**src/rtl/cz80_clock_scheduler_if.sv**
```systemverilog
// Bus between the cz80 core side and the clock scheduler: speed request,
// CPU cycle indicators, external wait, and the generated enable/wait strobes.
interface cz80_clock_scheduler_if;
  logic [1:0] speed_sel;
  logic       m1_n;
  logic       iorq_n;
  logic       ext_wait_n;
  logic       enable;
  logic       wait_n;
  logic [1:0] speed_cur;
  logic       busy;

  modport master (
    output speed_sel, m1_n, iorq_n, ext_wait_n,
    input  enable, wait_n, speed_cur, busy
  );

  modport slave (
    input  speed_sel, m1_n, iorq_n, ext_wait_n,
    output enable, wait_n, speed_cur, busy
  );
endinterface

```
**src/rtl/cz80_clock_scheduler.sv**
```systemverilog
// Clock-enable divider (/24, /12, /6, /4) and M1/IO wait-state inserter for cz80.
// Speed changes take effect only at a period boundary, so no short or long pulse is produced.
module cz80_clock_scheduler #(
  parameter int unsigned M1_WAITS = 1,
  parameter int unsigned IO_WAITS = 1
) (
  input  logic                 clk,
  input  logic                 reset,
  cz80_clock_scheduler_if.slave bus
);

  typedef enum logic [1:0] {
    ST_IDLE   = 2'd0,
    ST_M1WAIT = 2'd1,
    ST_IOWAIT = 2'd2
  } state_e;

  localparam logic [2:0] M1_LOAD = M1_WAITS[2:0];
  localparam logic [2:0] IO_LOAD = IO_WAITS[2:0];

  // Reload value is the divide ratio minus one so the period is exactly div().
  function automatic logic [4:0] div_reload(input logic [1:0] code);
    logic [4:0] val;
    case (code)
      2'd0:    val = 5'd23;
      2'd1:    val = 5'd11;
      2'd2:    val = 5'd5;
      2'd3:    val = 5'd3;
      default: val = 5'd23;
    endcase
    return val;
  endfunction

  logic [4:0] cnt_q, cnt_d;
  logic [1:0] ratio_q, ratio_d;
  logic       enable_q, enable_d;
  logic       m1_prev_q, m1_prev_d;
  logic       iorq_prev_q, iorq_prev_d;
  state_e     state_q, state_d;
  logic [2:0] wcnt_q, wcnt_d;

  logic       m1_start_s;
  logic       io_start_s;
  logic       busy_s;
  logic       wait_n_s;

  always_comb begin
    cnt_d    = cnt_q;
    ratio_d  = ratio_q;
    enable_d = 1'b0;
    if (cnt_q == 5'd0) begin
      ratio_d  = bus.speed_sel;
      cnt_d    = div_reload(bus.speed_sel);
      enable_d = 1'b1;
    end else begin
      cnt_d    = cnt_q - 5'd1;
      enable_d = 1'b0;
    end
  end

  // Start events compare the CPU strobes against their value at the previous enable.
  always_comb begin
    m1_prev_d   = m1_prev_q;
    iorq_prev_d = iorq_prev_q;
    if (enable_q) begin
      m1_prev_d   = bus.m1_n;
      iorq_prev_d = bus.iorq_n;
    end else begin
      m1_prev_d   = m1_prev_q;
      iorq_prev_d = iorq_prev_q;
    end
    m1_start_s = enable_q & m1_prev_q & ~bus.m1_n;
    io_start_s = enable_q & iorq_prev_q & ~bus.iorq_n & bus.m1_n;
  end

  always_ff @(posedge clk or posedge reset) begin
    if (reset) begin
      cnt_q       <= 5'd0;
      ratio_q     <= 2'd0;
      enable_q    <= 1'b0;
      m1_prev_q   <= 1'b1;
      iorq_prev_q <= 1'b1;
    end else begin
      cnt_q       <= cnt_d;
      ratio_q     <= ratio_d;
      enable_q    <= enable_d;
      m1_prev_q   <= m1_prev_d;
      iorq_prev_q <= iorq_prev_d;
    end
  end

  always_ff @(posedge clk or posedge reset) begin
    if (reset) begin
      state_q <= ST_IDLE;
      wcnt_q  <= 3'd0;
    end else begin
      state_q <= state_d;
      wcnt_q  <= wcnt_d;
    end
  end

  // A fresh start event always restarts the count, M1 taking precedence over IO.
  always_comb begin
    state_d = state_q;
    wcnt_d  = wcnt_q;
    if (m1_start_s && (M1_LOAD != 3'd0)) begin
      state_d = ST_M1WAIT;
      wcnt_d  = M1_LOAD;
    end else if (io_start_s && (IO_LOAD != 3'd0)) begin
      state_d = ST_IOWAIT;
      wcnt_d  = IO_LOAD;
    end else begin
      case (state_q)
        ST_IDLE: begin
          state_d = ST_IDLE;
          wcnt_d  = 3'd0;
        end
        ST_M1WAIT, ST_IOWAIT: begin
          if (enable_q) begin
            if (wcnt_q <= 3'd1) begin
              state_d = ST_IDLE;
              wcnt_d  = 3'd0;
            end else begin
              state_d = state_q;
              wcnt_d  = wcnt_q - 3'd1;
            end
          end else begin
            state_d = state_q;
            wcnt_d  = wcnt_q;
          end
        end
        default: begin
          state_d = ST_IDLE;
          wcnt_d  = 3'd0;
        end
      endcase
    end
  end

  always_comb begin
    busy_s = 1'b0;
    if (state_q != ST_IDLE) begin
      busy_s = 1'b1;
    end else begin
      busy_s = 1'b0;
    end
    wait_n_s = ~busy_s & bus.ext_wait_n;
  end

  assign bus.enable    = enable_q;
  assign bus.speed_cur = ratio_q;
  assign bus.busy      = busy_s;
  assign bus.wait_n    = wait_n_s;

endmodule

```
**src/flat_wrapper.sv**
```systemverilog
// flat-port wrapper written by rule: the top's interface ports become plain ports
module cz80_clock_scheduler_flat 
#(
  parameter int unsigned M1_WAITS = 1,
  parameter int unsigned IO_WAITS = 1
)
  (clk, reset, bus_speed_sel, bus_m1_n, bus_iorq_n, bus_ext_wait_n, bus_enable, bus_wait_n, bus_speed_cur, bus_busy);
  cz80_clock_scheduler_if bus_i ();
  input  logic clk;
  input  logic reset;
  input wire logic [$bits(bus_i.speed_sel)-1:0] bus_speed_sel;
  input wire logic [$bits(bus_i.m1_n)-1:0] bus_m1_n;
  input wire logic [$bits(bus_i.iorq_n)-1:0] bus_iorq_n;
  input wire logic [$bits(bus_i.ext_wait_n)-1:0] bus_ext_wait_n;
  output wire logic [$bits(bus_i.enable)-1:0] bus_enable;
  output wire logic [$bits(bus_i.wait_n)-1:0] bus_wait_n;
  output wire logic [$bits(bus_i.speed_cur)-1:0] bus_speed_cur;
  output wire logic [$bits(bus_i.busy)-1:0] bus_busy;
  assign bus_i.speed_sel = bus_speed_sel;
  assign bus_i.m1_n = bus_m1_n;
  assign bus_i.iorq_n = bus_iorq_n;
  assign bus_i.ext_wait_n = bus_ext_wait_n;
  assign bus_enable = bus_i.enable;
  assign bus_wait_n = bus_i.wait_n;
  assign bus_speed_cur = bus_i.speed_cur;
  assign bus_busy = bus_i.busy;
  cz80_clock_scheduler #(.M1_WAITS(M1_WAITS), .IO_WAITS(IO_WAITS)) u_core (.clk(clk), .reset(reset), .bus(bus_i));
endmodule
```
**config.mk**
```make
export PLATFORM = sky130hd
export DESIGN_NAME = cz80_clock_scheduler_flat
export DESIGN_NICKNAME = d
export VERILOG_FILES = /design/src/rtl/cz80_clock_scheduler_if.sv /design/src/rtl/cz80_clock_scheduler.sv /design/src/flat_wrapper.sv
export SDC_FILE = /design/constraint.sdc
export NUM_CORES = 1
export LEC_CHECK = 0
export CORE_ASPECT_RATIO = 1.2
export CORE_UTILIZATION = 45
export CTS_CLUSTER_DIAMETER = 60
export DETAILED_ROUTE_END_ITERATION = 12
export PLACE_DENSITY_LB_ADDON = 0.05
export SYNTH_ARGS = -nofsm -noshare
export SYNTH_HDL_FRONTEND = slang
export SYNTH_SLANG_ARGS = --single-unit
```
**constraint.sdc**
```tcl
create_clock -name clk -period 2.2 [get_ports clk]
set_input_delay 0.44 -clock clk [delete_from_list [all_inputs] [get_ports clk]]
set_output_delay 0.44 -clock clk [all_outputs]
set_load 0.005 [all_outputs]
```
# ---- Yosys cells after proc, flatten, opt, wreduce, memory -nomap -nowiden
# Index checks and enable logic that the tools add are counted.
dict set report op_classes {
  n_lt_le_gt_ge 1
  reduce_logical 5
  eq_ne 7
  muxes 14
  n_bitwise 9
  n_addsub 2
}
# cell n
set op_table {}
lappend op_table {{$pmux 5 s4} 1}
lappend op_table {{$mux 3} 5}
lappend op_table {{$mux 2} 5}
lappend op_table {{$ne 4x1->1 const B} 2}
lappend op_table {{$and 1x1->1} 6}
lappend op_table {{$eq 2x2->1 const B} 3}
lappend op_table {{$logic_not 5->1} 1}
lappend op_table {{$mux 5} 1}
lappend op_table {{$sub 5x1->5 const B} 1}
lappend op_table {{$eq 2x1->1 const B} 2}
lappend op_table {{$le 3x1->1 const B} 1}
lappend op_table {{$not 1->1} 3}
lappend op_table {{$sub 3x1->3 const B} 1}
lappend op_table {{$logic_not 2->1} 1}
lappend op_table {{$mux 1} 2}
lappend op_table {{$reduce_and 2->1} 1}
lappend op_table {{$reduce_bool 2->1} 1}
lappend op_table {{$reduce_or 2->1} 1}
dict set report totals {
  reg_bits 15
  wordCells 45
  output_inout_bits 5
}

# ---- Logic depth before layout (Yosys ltp)
dict set report logic_depth {
  ltp_word 6
  depth_mapped 8
}

# ---- Worst setup path before layout
# No wires, ideal clock.
dict set report synth_path {
  path_kind {register to register}
  from {register u_core.cnt_q[0]}
  to {register u_core.cnt_q[1]}
  t_required_ps 2075
  stages_incl_launch_ff 8
  setup_time_ps 125
  arrival_time_ps 1503
  path_slack_ps 571
  path_cell_list {dfrtp_1 > inv_1 > ha_1 > or3b_1 > or2_0 > clkbuf_2 > nor3b_1 > a21oi_1}
}
dict set report synth_between {
  elab_chain_len 2
  elab_cells_between_ends 3
  cone_classes {add/sub: 1; mux: 1; reduce/logical: 1}
}
# element line
set synth_lines {}
lappend synth_lines {{start, declared} cz80_clock_scheduler.sv:34} ;# logic [4:0] cnt_q, cnt_d;
lappend synth_lines {{start signal, assigned} cz80_clock_scheduler.sv:84} ;# cnt_q <= cnt_d;
lappend synth_lines {{$sub 5x1->5 or $logic_not 5->1 (tied branches)} {cz80_clock_scheduler.sv:56, cz80_clock_scheduler.sv:51}}
lappend synth_lines {{$mux 5 *} cz80_clock_scheduler.sv:51} ;# if (cnt_q == 5'd0) begin
lappend synth_lines {{named net u_core.cnt_d[1]} cz80_clock_scheduler.sv:34}
# The timed path passes the listed nets; every way through them passes the cells marked *.
# A chain may end at the register's enable or synchronous reset.

# ---- Final worst setup path
dict set report layout_path {
  from {input bus_ext_wait_n}
  to {output bus_wait_n}
}
dict set report layout_between {
  elab_chain_len 1
}
# element line
set layout_lines {}
lappend layout_lines {{start, declared} flat_wrapper.sv:14} ;# input wire logic [$bits(bus_i.ext_wait_n)-1:0] bus_ext_wait_n;
lappend layout_lines {{$and 1x1->1} cz80_clock_scheduler.sv:147} ;# wait_n_s = ~busy_s & bus.ext_wait_n;
lappend layout_lines {{end, declared} flat_wrapper.sv:16} ;# output wire logic [$bits(bus_i.wait_n)-1:0] bus_wait_n;
# No other way between the ends.

==> results.py <==
metrics = {
    "clocking": {
        "ctsHtreeMaxLevel": 1,
        "cts_resized": 0,
        "insertion_delay_ns": 0.27,
        "path_clk_slew_ns": 0.08,
        "cts_tree": "built",
        "root_buffer": "clkbuf_4",
        "cts_buffer_depth": 2,
        "cts_num_sinks": 15,
        "post_cts_buffers": 0,
        "numCtsBuffers": 3,
        "holdBufCountCts": 0,
    },
    "detailed_routing": {
        "ant_nets": 0,
        "vias": 543,
        "drc_errors": 0,
        "routedWlPerCell_um": 11.64,
        "drt_iter0_drc": 11,
        "drt_wl_total_um": 1211,
        "via_per_inst": 5.221,
        "dr.pass1.iters": 4,
    },
    "timing": {
        "final.setup.tns_ns": 0,
        "drv_slew": 0,
        "hold-worst-slack_ns": 0.4635,
        "period_share_pct": 88.44,
        "fmax_mhz": 514.0,
        "worst_pin_slew_ns": 0.5483,
        "setup_viol": 0,
        "slew-limit-headroom_pct": 63.41,
        "rsz0062_at_grt": "false",
        "fin_skew_ns": 0.002787,
        "hold_viol": 0,
        "final.min_clock_period_ns": 1.946,
    },
    "finish": {
        "fin_cells": 104,
        "drive_gt1_share_pct": 13.79,
        "n_antenna_cell": 0,
        "area_growth_pct": 18.99,
        "final_common_cell": "dfrtp_1",
        "final_cell_mix": "13 x dfrtp_1, 11 x clkdlybuf4s50_1, 10 x nand2_1, 8 x inv_1, 6 x o21ai_0",
        "n_fill_cell": 137,
        "utilization_pct": 60.58,
        "seq_area_sq_um": 377.9,
        "nets": 99,
        "fin_area_sq_um": 909.6,
        "multi_input_area_sq_um": 340.3,
    },
    "yosys": {
        "synthCells": 74,
        "syn_avg_cell_area_sq_um": 10.33,
        "mappedNetlistNets": 85,
        "yosysSeqAreaShare_pct": 49.43,
        "syn_area_sq_um": 764.5,
        "synthFlopType": "dfrtp_1",
        "synthArstFlopShare_pct": 100.0,
        "yosysUniqueCellTypes": 32,
        "yosysWarnings": 0,
        "synth-seq-cells": 15,
        "synth_edf_count": 0,
    },
    "run_status": {
        "status": "finished clean",
    },
    "pwr": {
        "power_density_nw_per_um2": 845.7,
        "p_leak_uw": 0.0004187,
        "ir_drop_mv": 0.4835,
    },
    "place": {
        "place.gp.congestion": 0.7070,
        "dpl.hpwl_um": 966.5,
        "io_buffers": 11,
        "postPlaceCellArea_sq_um": 883.3,
        "place_inst": 100,
    },
    "worst_setup_path": {
        "cp.required_ns": 1.76,
        "critical_path_arrival_ns": 1.51,
        "path_max_fanout": 1,
        "end_kind": "primary output",
        "cp-start-kind": "input pin",
        "worstSetupPathType": "input pin to primary output",
    },
    "grt": {
        "grt_max_degree": 16,
        "antenna_found_initial": 0,
        "grt_usage_pct": 15.83,
        "grt_overflow": 0,
        "grt_first_pass_wirelength_um": 1911,
        "grt_pass1_vias": 497,
    },
    "floorplan": {
        "core_sq_um": 1501,
        "die_area_sq_um": 1868,
        "row_count": 15,
        "die_h_um": 47.15,
        "fp.dieW_um": 39.63,
        "ios": 12,
        "initial_core_util_pct": 50.92,
    },
    "flow_run": {
        "maxCapViolCount": 0,
    },
    "worst_hold_path": {
        "hold_path_class": "flip-flop to flip-flop",
    },
}
layout make-up:
cell class,instances,area share (%)
Sequential cell,15,41.54
Multi-Input combinational cell,48,37.41
Clock buffer,4,2.889
Tap cell,17,2.338
Timing Repair Buffer,11,12.10
Inverter,9,3.714
critical path, cell delays in order:
cell	delay [ns]
clkdlybuf4s50_1	0.45
and2_1	0.12
clkdlybuf4s50_1	0.49
power breakdown:
| part | switching, uW | internal (uW) |
|---|---|---|
| registers | 59.5 | 366 |
| logic | 70.6 | 124 |
| clock network | 78.7 | 70.2 |
sequential cells by signal (all words and copies together) (netlist names):
register / flops
u_core.bus.speed_cur: 2
u_core.iorq_prev_q: 1
u_core.state_q: 2
u_core.bus.enable: 1
u_core.m1_prev_q: 1
u_core.cnt_q: 5
u_core.wcnt_q: 3
path summary, 6_finish.rpt:
path,from,endpoint,slack (ns),cells past startpoint
worst max register to register,u_core.cnt_q[0],u_core.cnt_q[1],0.42,6
min in group asynchronous,reset,u_core.bus.speed_cur[1],0.50,2
worst min-delay path,u_core.cnt_q[0],u_core.cnt_q[0],0.46,1
worst min register to register,u_core.cnt_q[0],u_core.cnt_q[0],0.46,1
worst max-delay path,bus_ext_wait_n,bus_wait_n,0.25,3
max in group asynchronous,reset,u_core.iorq_prev_q,1.33,2
synthesized netlist by cell type, drive strengths merged (2+ instances only):
| cell | number | share of area (%) |
|---|---|---|
| and2 | 2 | 1.6 |
| nand2 | 10 | 4.9 |
| xnor2 | 2 | 2.3 |
| inv | 9 | 4.4 |
| a22o | 2 | 2.5 |
| mux2 | 2 | 2.9 |
| or2 | 2 | 1.6 |
| o21ai | 7 | 4.6 |
| dfrtp | 13 | 43 |
| a21oi | 2 | 1.3 |
| ha | 4 | 6.5 |
| dfstp | 2 | 6.9 |
| o31ai | 2 | 2.0 |
per-layer routing:
metal	share of wire, %	GRT usage, %	up-vias	wire length, um
met5	0	0	-	0
met4	1.1	10.34	0	13
met3	3.0	2.844	2	36
met2	53	26.23	11	642
met1	43	18.52	254	519
li1	-	-	276	-
kinds of logic (layout without fill, tap and decap cells):
group | Yosys count | after routing | share of synthesized area, %
compound gates | 16 | 16 | 14.07
xor+xnor | 2 | 2 | 2.292
fa+ha+maj | 4 | 4 | 6.547
buf+inv | 11 | 24 | 6.055
flops | 15 | 15 | 49.43
mux | 2 | 2 | 2.946
simple gates | 24 | 24 | 18.66
through the flow:
| step | power, uW | worst slack, ns |
|---|---|---|
| floorplan | 542.3 | 0.5712 |
| global placement | 617.1 | 0.1912 |
| detailed placement | 628.7 | 0.1607 |
| CTS | 781.8 | 0.2375 |
| global route | 830.6 | 0.1567 |
| finish | 769.3 | 0.2544 |
(Power assumes the default switching activity.)
